### src/rtl/compute_tile_pkg.sv
// Shared types and constants for the compute tile sequencer: opcode encodings,
// sequencer states and the per-opcode tile latency helper.
package compute_tile_pkg;

    localparam int OP_W   = 4;
    localparam int DATA_W = 16;
    localparam int CNT_W  = 8;

    localparam logic [3:0] OP_NOP  = 4'h0;
    localparam logic [3:0] OP_MUL  = 4'h3;
    localparam logic [3:0] OP_HALT = 4'hF;

    typedef enum logic [1:0] {
        IDLE   = 2'd0,
        WAIT   = 2'd1,
        RESULT = 2'd2,
        HALTED = 2'd3
    } seq_state_e;

    // The multiply op is the only multi-cycle operation in the tile.
    function automatic logic [CNT_W-1:0] op_latency(
        input logic [3:0] op,
        input int         lat_default,
        input int         lat_op3
    );
        logic [CNT_W-1:0] lat;
        if (op == OP_MUL) begin
            lat = CNT_W'(lat_op3);
        end else begin
            lat = CNT_W'(lat_default);
        end
        return lat;
    endfunction

endpackage

### src/rtl/compute_tile_sequencer_fifo.sv
// Synchronous instruction FIFO with registered full/empty flags and an
// asynchronous clear; no write-to-read bypass.
module seq_fifo #(
    parameter int WIDTH = 36,
    parameter int DEPTH = 4
) (
    input  logic             clock,
    input  logic             clear,
    input  logic             push,
    input  logic             pop,
    input  logic [WIDTH-1:0] din,
    output logic [WIDTH-1:0] dout,
    output logic             full,
    output logic             empty
);

    localparam int PTR_W = $clog2(DEPTH);
    localparam int CNT_W = PTR_W + 1;

    logic [WIDTH-1:0] mem_r [DEPTH];
    logic [PTR_W-1:0] wr_ptr_r;
    logic [PTR_W-1:0] rd_ptr_r;
    logic [CNT_W-1:0] count_r;
    logic [CNT_W-1:0] count_nxt_s;
    logic             full_r;
    logic             empty_r;
    logic             push_ok_s;
    logic             pop_ok_s;

    assign push_ok_s = push && !full_r;
    assign pop_ok_s  = pop && !empty_r;

    // Occupancy after this edge; simultaneous push and pop leave it unchanged.
    always_comb begin
        count_nxt_s = count_r;
        if (push_ok_s && !pop_ok_s) begin
            count_nxt_s = count_r + CNT_W'(1);
        end else if (pop_ok_s && !push_ok_s) begin
            count_nxt_s = count_r - CNT_W'(1);
        end else begin
            count_nxt_s = count_r;
        end
    end

    // Storage, pointers and flags; pointers wrap naturally at a power-of-two depth.
    always_ff @(posedge clock or posedge clear) begin
        if (clear) begin
            for (int i = 0; i < DEPTH; i++) begin
                mem_r[i] <= '0;
            end
            wr_ptr_r <= '0;
            rd_ptr_r <= '0;
            count_r  <= '0;
            full_r   <= 1'b0;
            empty_r  <= 1'b1;
        end else begin
            if (push_ok_s) begin
                mem_r[wr_ptr_r] <= din;
                wr_ptr_r        <= wr_ptr_r + PTR_W'(1);
            end
            if (pop_ok_s) begin
                rd_ptr_r <= rd_ptr_r + PTR_W'(1);
            end
            count_r <= count_nxt_s;
            full_r  <= (count_nxt_s == CNT_W'(DEPTH));
            empty_r <= (count_nxt_s == CNT_W'(0));
        end
    end

    assign dout  = mem_r[rd_ptr_r];
    assign full  = full_r;
    assign empty = empty_r;

endmodule

### src/rtl/compute_tile_sequencer.sv
// Initiator for one computationTile: queues instructions, issues them one at a
// time, waits the opcode latency and hands the captured result back.
module compute_tile_sequencer #(
    parameter int DATA_W      = 16,
    parameter int OP_W        = 4,
    parameter int FIFO_DEPTH  = 4,
    parameter int LAT_DEFAULT = 1,
    parameter int LAT_OP3     = 5
) (
    input  logic              clock,
    input  logic              clear,
    input  logic              in_valid,
    output logic              in_ready,
    input  logic [OP_W-1:0]   in_opcode,
    input  logic [DATA_W-1:0] in_op0,
    input  logic [DATA_W-1:0] in_op1,
    output logic [OP_W-1:0]   tile_opcode,
    output logic [DATA_W-1:0] tile_data0,
    output logic [DATA_W-1:0] tile_data1,
    input  logic [DATA_W-1:0] tile_data_out,
    output logic              res_valid,
    input  logic              res_ready,
    output logic [DATA_W-1:0] res_data,
    output logic [OP_W-1:0]   res_opcode,
    output logic              busy,
    output logic              halted,
    input  logic              resume
);

    import compute_tile_pkg::*;

    localparam int FW = OP_W + 2 * DATA_W;

    seq_state_e        state_r;
    logic [CNT_W-1:0]  cnt_r;
    logic [OP_W-1:0]   tile_opcode_r;
    logic [DATA_W-1:0] tile_data0_r;
    logic [DATA_W-1:0] tile_data1_r;
    logic              res_valid_r;
    logic [DATA_W-1:0] res_data_r;
    logic [OP_W-1:0]   res_opcode_r;

    logic [FW-1:0]     fifo_dout_s;
    logic              fifo_full_s;
    logic              fifo_empty_s;
    logic              fifo_pop_s;
    logic [OP_W-1:0]   fifo_op_s;
    logic [DATA_W-1:0] fifo_d0_s;
    logic [DATA_W-1:0] fifo_d1_s;

    // Pops only from IDLE, so a pop can never overlap a pending result.
    assign fifo_pop_s = (state_r == IDLE) && !fifo_empty_s;

    seq_fifo #(
        .WIDTH (FW),
        .DEPTH (FIFO_DEPTH)
    ) u_fifo (
        .clock (clock),
        .clear (clear),
        .push  (in_valid),
        .pop   (fifo_pop_s),
        .din   ({in_opcode, in_op0, in_op1}),
        .dout  (fifo_dout_s),
        .full  (fifo_full_s),
        .empty (fifo_empty_s)
    );

    assign fifo_op_s = fifo_dout_s[FW-1 -: OP_W];
    assign fifo_d0_s = fifo_dout_s[2*DATA_W-1 -: DATA_W];
    assign fifo_d1_s = fifo_dout_s[DATA_W-1:0];

    // Sequencer FSM with latency counter, tile drive and result capture.
    always_ff @(posedge clock or posedge clear) begin
        if (clear) begin
            state_r       <= IDLE;
            cnt_r         <= '0;
            tile_opcode_r <= '0;
            tile_data0_r  <= '0;
            tile_data1_r  <= '0;
            res_valid_r   <= 1'b0;
            res_data_r    <= '0;
            res_opcode_r  <= '0;
        end else begin
            case (state_r)
                IDLE: begin
                    if (!fifo_empty_s) begin
                        if (fifo_op_s == OP_W'(OP_NOP)) begin
                            state_r <= IDLE;
                        end else if (fifo_op_s == OP_W'(OP_HALT)) begin
                            state_r <= HALTED;
                        end else begin
                            tile_opcode_r <= fifo_op_s;
                            tile_data0_r  <= fifo_d0_s;
                            tile_data1_r  <= fifo_d1_s;
                            cnt_r         <= op_latency(4'(fifo_op_s), LAT_DEFAULT, LAT_OP3);
                            state_r       <= WAIT;
                        end
                    end
                end
                WAIT: begin
                    // Capture on the last latency cycle so the opcode is live exactly LAT cycles.
                    if (cnt_r == CNT_W'(1)) begin
                        res_data_r    <= tile_data_out;
                        res_opcode_r  <= tile_opcode_r;
                        res_valid_r   <= 1'b1;
                        tile_opcode_r <= '0;
                        cnt_r         <= '0;
                        state_r       <= RESULT;
                    end else begin
                        cnt_r <= cnt_r - CNT_W'(1);
                    end
                end
                RESULT: begin
                    if (res_ready) begin
                        res_valid_r <= 1'b0;
                        state_r     <= IDLE;
                    end
                end
                HALTED: begin
                    if (resume) begin
                        state_r <= IDLE;
                    end
                end
                default: begin
                    state_r       <= IDLE;
                    tile_opcode_r <= '0;
                    res_valid_r   <= 1'b0;
                end
            endcase
        end
    end

    assign in_ready    = !fifo_full_s;
    assign tile_opcode = tile_opcode_r;
    assign tile_data0  = tile_data0_r;
    assign tile_data1  = tile_data1_r;
    assign res_valid   = res_valid_r;
    assign res_data    = res_data_r;
    assign res_opcode  = res_opcode_r;
    assign busy        = (state_r != IDLE) || !fifo_empty_s;
    assign halted      = (state_r == HALTED);

endmodule
### config.mk
export PLATFORM = sky130hd
export DESIGN_NAME = compute_tile_sequencer
export DESIGN_NICKNAME = d
export VERILOG_FILES = /design/src/rtl/compute_tile_pkg.sv /design/src/rtl/compute_tile_sequencer_fifo.sv /design/src/rtl/compute_tile_sequencer.sv
export SDC_FILE = /design/constraint.sdc
export NUM_CORES = 1
export LEC_CHECK = 0
export ABC_CLOCK_PERIOD_IN_PS = 10110
export CAP_MARGIN = 20
export CORE_UTILIZATION = 60
export DETAILED_ROUTE_END_ITERATION = 12
export GPL_ROUTABILITY_DRIVEN = 0
export PLACE_DENSITY = 0.83
export SLEW_MARGIN = 20
export SYNTH_ARGS = -nofsm -noshare
export SYNTH_HDL_FRONTEND = slang
export SYNTH_SLANG_ARGS = --single-unit
### constraint.sdc
create_clock -name clock -period 10.11 [get_ports clock]
set_clock_uncertainty 0.1 [all_clocks]
set_input_delay 1.011 -clock clock [delete_from_list [all_inputs] [get_ports clock]]
set_output_delay 1.011 -clock clock [all_outputs]
set_load 0.01 [all_outputs]
# Word-level counts from Yosys, hierarchy flattened

Cells that the tools add are included.

Multiplexer cells: 29
Multiply operators: 0
Reduce and logical (&&, ||, !) cells: 23
Eq/ne operators: 13
Divide/modulo/power cells: 0
Bitwise gates (word level): 5
$lt $le $gt $ge: 3
$add $sub $neg: 5
Shift-type cells: 0

Operator list:

| operator                                                              | number |
|---|---|
| 144-bit bitwise mux                                                   | 1 |
| 36-bit 2-to-1 mux                                                     | 3 |
| 36-bit binary-select mux with 2-bit select                            | 1 |
| 36-bit demux with 2-bit select                                        | 1 |
| 8-bit 2-to-1 mux                                                      | 4 |
| 4-bit 2-to-1 mux                                                      | 4 |
| 8-bit case mux with 2 select lines                                    | 1 |
| 2-bit 2-to-1 mux                                                      | 6 |
| 4-bit AND reduction                                                   | 3 |
| 2-bit inequality test, second input constant                          | 5 |
| 3-bit 2-to-1 mux                                                      | 3 |
| 8-bit by 1-bit equality test with 1-bit output, second input constant | 1 |
| 2-bit case mux with 4 select lines                                    | 1 |
| 4-bit case mux with 2 select lines                                    | 1 |
| 8-bit by 1-bit subtractor with 8-bit output, second input constant    | 1 |
| 3-bit >= comparator, second input constant                            | 2 |
| 1-bit logical AND                                                     | 6 |
| 2-bit inverter with 3-bit output                                      | 2 |
| 2-bit nonzero test                                                    | 3 |
| 5-bit AND reduction                                                   | 1 |
| 2-bit by 1-bit adder with 2-bit output, second input constant         | 2 |
| 2-bit equality test, second input constant                            | 2 |
| 4-bit by 2-bit equality test with 1-bit output, second input constant | 1 |
| 4-bit equality test, second input constant                            | 1 |
| other kinds (16)                                                      | 22 |

Output and inout port bits: 60
Bits in read-only memories: 0
Input port bits: 57
Latch bits: 0
Flip-flop bits (word level): 220
Memory bits (writable): 0
Logic and storage cells: 95
Memories kept: 0

# Depth between registers and ports, before layout

Gate-level depths: netlist of the first run.

Depth in word-level cells: 10
Mapped depth: 8

# Modules after synthesis

A second synthesis of the first run with hierarchy kept.

Cell total of the unflattened synthesis: 670
Area, all modules: 9502.9 µm²

By module, submodules not included:

| module                 | times used | area each (µm²) | cells each |
|---|---|---|---|
| seq_fifo               | 1          | 6692.7          | 400 |
| compute_tile_sequencer | 1          | 2810.2          | 270 |

# Least setup slack after synthesis of the first run

Ideal clock, no wire load.

Path type: input -> register
From: input port in_valid
To: register u_fifo.mem_r[0] in the netlist's numbering
Stages on the path: 5
Slack: 7623 ps
Buffers on the path: 2
Arrival: 2262 ps
Path through: nor2b_1 clkbuf_1 nand2_1 clkbuf_1 mux2_2

Word-level cells in the longest chain between the ends: 1

Ends and longest elaborated chain:

| what                            | line                              | RTL |
|---|---|---|
| from (decl)                     | compute_tile_sequencer.sv:12      | `input logic in_valid,` |
| 1-bit logical AND               | compute_tile_sequencer_fifo.sv:30 | `assign push_ok_s = push && !full_r;` |
| to (signal, indexed assignment) | compute_tile_sequencer_fifo.sv:58 | `mem_r[wr_ptr_r] <= din;` |
| to (decl)                       | compute_tile_sequencer_fifo.sv:20 | `logic [WIDTH-1:0] mem_r [DEPTH];` |

No other way between the ends.
A chain may end at the register's enable or synchronous reset.

# Final worst setup path of the first run

From: register u_fifo.rd_ptr_r[0]
To: register tile_data0_r[15], in the netlist tile_data0[15]

Word-level cells in the longest chain between the ends: 7

Ends and longest elaborated chain:

| what                                                     | line                                                       | RTL |
|---|---|---|
| from (decl)                                              | compute_tile_sequencer_fifo.sv:22                          | `logic [PTR_W-1:0] rd_ptr_r;` |
| from (signal assigned)                                   | compute_tile_sequencer_fifo.sv:62                          | `rd_ptr_r <= rd_ptr_r + PTR_W'(1);` |
| 2-bit inverter with 3-bit output (not written as such) * | compute_tile_sequencer_fifo.sv:70                          | `assign dout = mem_r[rd_ptr_r];` |
| 36-bit binary-select mux with 2-bit select *             | compute_tile_sequencer_fifo.sv:70                          |  |
| 36-bit 2-to-1 mux (not written as such) * (2 in a row)   | compute_tile_sequencer_fifo.sv:70                          |  |
| 4-bit equality test or 4-bit logical NOT (tied branches) | compute_tile_sequencer.sv:89, compute_tile_sequencer.sv:87 |  |
| 1-bit inverter (no line)                                 | -                                                          |  |
| 4-bit AND reduction (no line)                            | -                                                          |  |
| to (signal assigned)                                     | compute_tile_sequencer.sv:93                               | `tile_data0_r <= fifo_d0_s;` |
| to (decl)                                                | compute_tile_sequencer.sv:37                               | `logic [DATA_W-1:0] tile_data0_r;` |

Mark *: on every way between the ends. The rest lies on a longest branch, timed or not. The select of a mux whose other input is x is not followed.

==> results of run 1 <==
-- power by group through the flow --
stage	clock (mW)	sequential (mW)	combinational [mW]
2_1_floorplan	0	1.31	0.562
4_1_cts	0.824	1.36	0.717
3_5_place_dp	0	1.36	0.708
5_1_grt	0.860	1.39	0.766
6_report	0.812	1.36	0.706
3_3_place_gp	0	1.33	0.672
-- final timing paths --
path	start	end	slack (ps)
max reg2reg	u_fifo.rd_ptr_r[0]$_DFFE_PP0P_	tile_data0[15]$_DFFE_PP0P_	6140
max in group asynchronous	clear	u_fifo.rd_ptr_r[1]$_DFFE_PP0P_	7510
min	tile_data1[2]$_DFFE_PP0P_	tile_data1[2]$_DFFE_PP0P_	380
min in group asynchronous	clear	tile_data1[14]$_DFFE_PP0P_	1010
min reg2reg	tile_data1[2]$_DFFE_PP0P_	tile_data1[2]$_DFFE_PP0P_	380
max	u_fifo.rd_ptr_r[0]$_DFFE_PP0P_	tile_data0[15]$_DFFE_PP0P_	6140
-- routing by layer --
| metal | wire (um) | share of wire | up-vias |
|---|---|---|---|
| met5 | 0 | 0 | - |
| met4 | 222 | 0.012 | 0 |
| met1 | 7927 | 0.42 | 2933 |
| met3 | 883 | 0.046 | 22 |
| li1 | - | - | 2515 |
| met2 | 9968 | 0.52 | 129 |
-- stage by stage --
step / cells / hold slack, ps / cell area (um^2)
after floorplan: 624 / 373.9 / 9517
after global placement: 923 / 361.3 / 10840
after detailed placement: 923 / 375.1 / 10840
after CTS: 960 / 388.8 / 11570
after global routing: 960 / 398.8 / 11570
final: 960 / 382.6 / 11570
-- worst max-delay path, delay by kind of cell (launching register included) --
kind / cells / cell delay (ps)
simple gates: 2 / 1150
buf+inv: 2 / 1000
mux: 2 / 1020
flops: 1 / 550
-- registers in the layout (all words and copies together), names as in the netlist --
signal           count
u_fifo.rd_ptr_r      2
u_fifo.empty         1
u_fifo.count_r       3
res_valid            1
state_r              2
u_fifo.full          1
u_fifo.mem_r       144
cnt_r                8
res_data            16
tile_data1          16
tile_data0          16
res_opcode           4
tile_opcode          4
u_fifo.wr_ptr_r      2
-- cell type report --
| class | count | area share |
|---|---|---|
| clock buffer | 34 | 0.05934 |
| clock inverter | 3 | 0.003459 |
| inverter | 16 | 0.005837 |
| multi-input combinational | 356 | 0.3294 |
| sequential | 220 | 0.4759 |
| tap | 211 | 0.02281 |
| timing repair buffer | 120 | 0.1032 |
-- logic make-up after synthesis --
group	count (synthesis)	share of synthesized area
adders and majority gates	8	0.01052
buffers and inverters	48	0.02182
muxes	228	0.3124
xor gates and xnor gates	4	0.003681
DFF	220	0.5786
AOI/OAI and AO/OA	46	0.03261
and+or+nand+nor	70	0.04037
-- cells in the mapped netlist, types with 3 or more instances --
master / count
dfrtp_1: 219
mux2_2: 162
mux4_2: 36
mux2_1: 30
clkbuf_1: 26
nand2_1: 20
inv_1: 16
nand3_1: 12
nor2_1: 11
o21ai_0: 11
ha_1: 8
a21oi_1: 7
o211ai_1: 7
xnor2_1: 4
a211oi_1: 3
and2_1: 3
buf_6: 3
nand2b_1: 3
nor2b_1: 3
==> metrics.md, run 1 <==
| Metric | Value |
|---|---|
| Hold Crit Depth | 1 |
| Pwr dens | between 200 and 250 nW/um^2 |
| Initial core utilization | 0.6214 |
| Crit path largest cell delay | between 800 and 900 ps |
| Peak VDD IR | 180.7 uV |
| Synth Net Count | between 600 and 700 |
| Met1 usage | 0.3217 |
| Synth unique cells | 52 |
| Sequential cell area | approximately 5500 um^2 |
| Ys async rst share | 1.000 |
| Tot Pwr | 2.877 mW |
| Vias per inst | 5.832 |
| Worst slew pin tran | 1072 ps |
| DP Worst Slack | roughly 6000 ps |
| Mean Syn Cell Area | 15.25 um^2 |
| Flop pwr share | 0.472 |
| R2R cell count | 6 |
| NetSw | 0.7509 mW |
| Period minus WS final | 3969 ps |
| Top cell type by total area after synthesis | dfrtp_1 |
| Unrepaired setup endpoints after global routing | no |
| Final-report setup violation count | 0 |
| Post-synthesis cell count | 624 |
| Die Footprint | 16,370 um^2 |
| Most used cell, CP | buf_4 |
| Mapped cell area | 9517 um^2 |
| CTS tree | yes |
| Multi-input gate area | 3812 um^2 |
| All-Layer GR Usage | 0.2461 |
| Chip Height | ~130 um |
| Final net count | 801 |
| Deepest clock path buffer count | 3 |
| Met2 Use GR | 0.4313 |
| Cells along the critical path | buf_4, mux4_2, and4_1, nor3_4, buf_4, mux2_1 |
| Routed WL | 19,000 um |
| Max-cap viol count | 0 |
| Leak Pwr | 4.936 nW |
| CTS buffer count | 22 |
| Met3 Use GR | 0.04341 |
| Total iterations of the first detailed-routing run | 4 |
| Hold buffer count at cts | 0 |
| Seq/Total Area, Yosys | 0.5786 |
| Share of cells above drive strength 1 | 0.3324 |
| WP data arrival | between 4000 and 5000 ps |
| CTS root buf | clkbuf_16 |
| Worst skew pair latency | 500 ps |
| Prevailing post-synth register cell | dfrtp_1 |
| Final period util | 0.3926 |
| Post-Route Utilization | 0.7558 |
| First-pass GRT wire length | 31,330 um |
| Worst-path fanout max | 30 |
| Vias in the first global route | 6,075 |
| Hold Fails Final Rpt | 0 |
| CP Data Required Time | 10,380 ps |
| Crit. End Element | register |
| Run status | finished clean |
| Hold Path Class | register to register |
| Clock-pin transition on the worst setup and hold timing paths | 60 ps |
| Overflow after GRT | 0 |
| Worst setup SP type | register |
| DR iter-0 viols | ~280 |
| P_int | 2.126 mW |
| Row count | 45 |
| Area grow syn2layout | 21.63% |
| Post_cts resized | 0 |
| Gate power share | 0.246 |
| Largest net degree at the start of global routing | 131 |
| Worst setup margin | 6141 ps |
| DR vias | 5,599 |
| Max_slew headroom | 0.2828 |
| Clock power share | 0.282 |
| Final ANT Viol Nets | 0 |
| Antenna violations before repair | 0 |
| CP max-delay cell | nor3_4 |
| Avg WL per Cell | 19.79 um |
| I/O Buffers | 116 |
| Top cells by area, synth | dfrtp_1 (58%), mux2_2 (19%), mux4_2 (8.5%) |
| Fin. max-slew vios | 0 |
| CTS sink cnt | 220 |
| Post-synth EDFFs | 0 |
| Commonest non-fill, non-tap cell in the layout | dfrtp_1 |
| Inserted Diodes | 0 |
| Max Fclk | 0.2519 GHz |
| Register bit total from synthesis | 220 |
| Ports | approximately 120 |
| Core area | between 15,000 and 20,000 um^2 |
| Yosys warns | 0 |
| Final TNS setup | 0 ps |
| Postcts setup bufs | 0 |
| Fill cells | 952 |
| # H-tree levels | 1 |
| Busiest grt layer | met2 |
| Dpl hpwl | about 12,000 um |
| Die width | 127.9 um |
| Most frequent cells in the layout | dfrtp_1 (217), mux2_2 (162), clkdlybuf4s50_1 (116), mux4_2 (36), mux2_1 (30) |
| Critical path class | register to register |
| Yosys top cell area share | 0.5759 |
| Switching portion of total power | 0.2610 |
| DRC Markers | 0 |
Note: power is estimated with default switching activity, not from simulation.
==> run 2, diff against run 1 <==
--- a/config.mk
+++ b/config.mk
@@ -5,12 +5,12 @@
 export SDC_FILE = /design/constraint.sdc
 export NUM_CORES = 1
 export LEC_CHECK = 0
-export ABC_CLOCK_PERIOD_IN_PS = 10110
+export ABC_CLOCK_PERIOD_IN_PS = 3400
 export CAP_MARGIN = 20
-export CORE_UTILIZATION = 60
+export CORE_UTILIZATION = 50
 export DETAILED_ROUTE_END_ITERATION = 12
 export GPL_ROUTABILITY_DRIVEN = 0
-export PLACE_DENSITY = 0.83
+export PLACE_DENSITY = 0.74
 export SLEW_MARGIN = 20
 export SYNTH_ARGS = -nofsm -noshare
 export SYNTH_HDL_FRONTEND = slang
==> constraint.sdc (replaced) <==
create_clock -name clock -period 3.4 [get_ports clock]
set_clock_uncertainty 0.1 [all_clocks]
set_input_delay 0.34 -clock clock [delete_from_list [all_inputs] [get_ports clock]]
set_output_delay 0.34 -clock clock [all_outputs]
set_load 0.01 [all_outputs]
==> metrics.md, run 2 (synthesis results as in run 1) <==
| Metric | Value |
|---|---|
| Chip Height | 140.0 um (+9.4%) |
| Max Fclk | 0.3700 GHz (+47%) |
| Largest net degree at the start of global routing | 138 (+5.3%) |
| DR vias | 5,654 (+0.98%) |
| Hold Path Class | input port to asynchronous set/reset pin |
| WP data arrival | 2990 ps (-1250 ps) |
| Fin. max-slew vios | 0 (unchanged) |
| Peak VDD IR | 433.4 uV (+140%) |
| DP Worst Slack | 698.2 ps (-5385 ps) |
| Worst skew pair latency | 500 ps (about the same) |
| Period minus WS final | 2703 ps (-1267 ps) |
| # H-tree levels | 1 (unchanged) |
| All-Layer GR Usage | 0.2073 (-0.03889) |
| Largest register FFs | 144 (unchanged) |
| Ports | 117 (unchanged) |
| Worst setup margin | 697.3 ps (-5443 ps) |
| Hold Fails Final Rpt | 0 (unchanged) |
| Unrepaired setup endpoints after global routing | no |
| Crit. End Element | register |
| Worst-path fanout max | 32 (+6.7%) |
| Post-route insts no fill | 1,000 (+4.2%) |
| Critical path class | register to register |
| Total iterations of the first detailed-routing run | 4 (unchanged) |
| Clock-pin transition on the worst setup and hold timing paths | 60 ps (about the same) |
| Post_cts resized | 0 (unchanged) |
| Final period util | 0.7949 (+0.4023) |
| Overflow after GRT | 0 (unchanged) |
| Final ANT Viol Nets | 0 (unchanged) |
| Worst setup SP type | register |
| Share of cells above drive strength 1 | 0.3451 (+0.01265) |
| Largest Register | u_fifo.mem_r |
| Max-cap viol count | 0 (unchanged) |
| Commonest non-fill, non-tap cell in the layout | dfrtp_1 |
| Most frequent cells in the layout | dfrtp_1 (217), mux2_2 (162), clkdlybuf4s50_1 (116), mux4_2 (36), mux2_1 (30) |
| Row count | 50 (+11%) |
| Run status | finished clean |
| CTS root buf | clkbuf_16 |
| I/O Buffers | 116 (unchanged) |
| CTS tree | yes |
| Routed WL | 19,460 um (+2.4%) |
| Die Footprint | 19,590 um^2 (+20%) |
| CTS sink cnt | 220 (unchanged) |
| Hold buffer count at cts | 0 (unchanged) |
| Leak Pwr | 5.050 nW (+2.3%) |
| Postcts setup bufs | 0 (unchanged) |
| Max_slew headroom | 0.4993 (+0.2165) |
| Core area | 18,710 um^2 (+22%) |
| DR iter-0 viols | 317 (+14%) |
| Dpl hpwl | 12,410 um (+7.1%) |
| DRC Markers | 0 (unchanged) |
| Final-report setup violation count | 0 (unchanged) |
| Final TNS setup | 0 ps (unchanged) |
| Area grow syn2layout | 24.28% |
| Deepest clock path buffer count | 3 (unchanged) |
| Die width | 140.0 um (+9.4%) |
| Vias per inst | 5.654 (-3.1%) |
| First-pass GRT wire length | 32,070 um (+2.4%) |
| CP Data Required Time | 3690 ps (-6690 ps) |
| Final hold slack | 236.5 ps (-146.1 ps) |
| CTS buffer count | 24 (+9.1%) |
| Initial core utilization | 0.5088 (-0.1126) |
| Worst slew pin tran | 751.1 ps (-321.0 ps) |
| Antenna violations before repair | 1 (+1) |
| Cells after DPL | 955 (+3.5%) |
| Avg WL per Cell | 19.46 um (-1.7%) |
| Pwr dens | 739.6 nW/um^2 (+200%) |
| Vias in the first global route | 6,231 (+2.6%) |
| Final net count | 812 (+1.4%) |
run 2: cell types whose count changed in the layout (fill, tap and decap cells not counted), sizes merged:
cell	delta
buf	+9
clkbuf	+4
clkinv	+3
clkinvlp	+1
diode	+1
inv	-1
run 2: layout make-up:
type                       count  area [um^2]
fill                        1295         6878
sequential                   220         5509
multi-input combinational    356         3812
timing repair buffer         129         1334
clock buffer                  38        754.5
tap                          234        292.8
inverter                      16        63.81
clock inverter                 6        58.81
antenna                        1        2.502
run 2: critical path, cell delays in order (launching register included):
cell and delay, ps:
dfrtp_2 480, mux4_2 610, and4_1 320, nor3_4 180
buf_4 480, mux2_2 400
run 2: final timing paths:
check                                               start                             end  slack (ps)  cells past startpoint
setup / recovery           u_fifo.rd_ptr_r[0]$_DFFE_PP0P_      tile_data0[14]$_DFFE_PP0P_         700                      5
min in group clock                       tile_data_out[0]         res_data[0]$_DFFE_PP0P_         350                      2
hold reg to reg                 res_opcode[0]$_DFFE_PP0P_       res_opcode[0]$_DFFE_PP0P_         380                      2
hold / removal                                      clear       tile_data0[1]$_DFFE_PP0P_         240                      3
max in group asynchronous                           clear  u_fifo.rd_ptr_r[1]$_DFFE_PP0P_        2280                      3
setup reg to reg           u_fifo.rd_ptr_r[0]$_DFFE_PP0P_      tile_data0[14]$_DFFE_PP0P_         700                      5
run 2: per-layer routing:
layer / track usage / routed length (um) / up-vias / part of all wire
li1: - / - / 2544 / -
met1: 0.2628 / 8351 / 2962 / 0.43
met2: 0.3650 / 9898 / 125 / 0.51
met3: 0.04103 / 865 / 23 / 0.044
met4: 0.05321 / 343 / 0 / 0.018
met5: 0 / 0 / - / 0
run 2: stage by stage:
| step | area [um^2] | total power, mW | util |
|---|---|---|---|
| 2_1_floorplan | 9520 | 5.564 | - |
| 3_3_place_gp | 11010 | 5.995 | 0.5887 |
| 3_5_place_dp | 11010 | 6.217 | 0.5887 |
| 4_1_cts | 11830 | 8.839 | 0.6322 |
| 5_1_grt | 11830 | 9.191 | 0.6322 |
| 6_report | 11830 | 8.748 | 0.6323 |
run 2: where the power goes:
| group | switching [mW] | internal [mW] |
|---|---|---|
| Clock | 0.995 | 1.59 |
| Sequential | 0.474 | 3.56 |
| Combinational | 0.782 | 1.35 |
| Total | 2.25 | 6.50 |
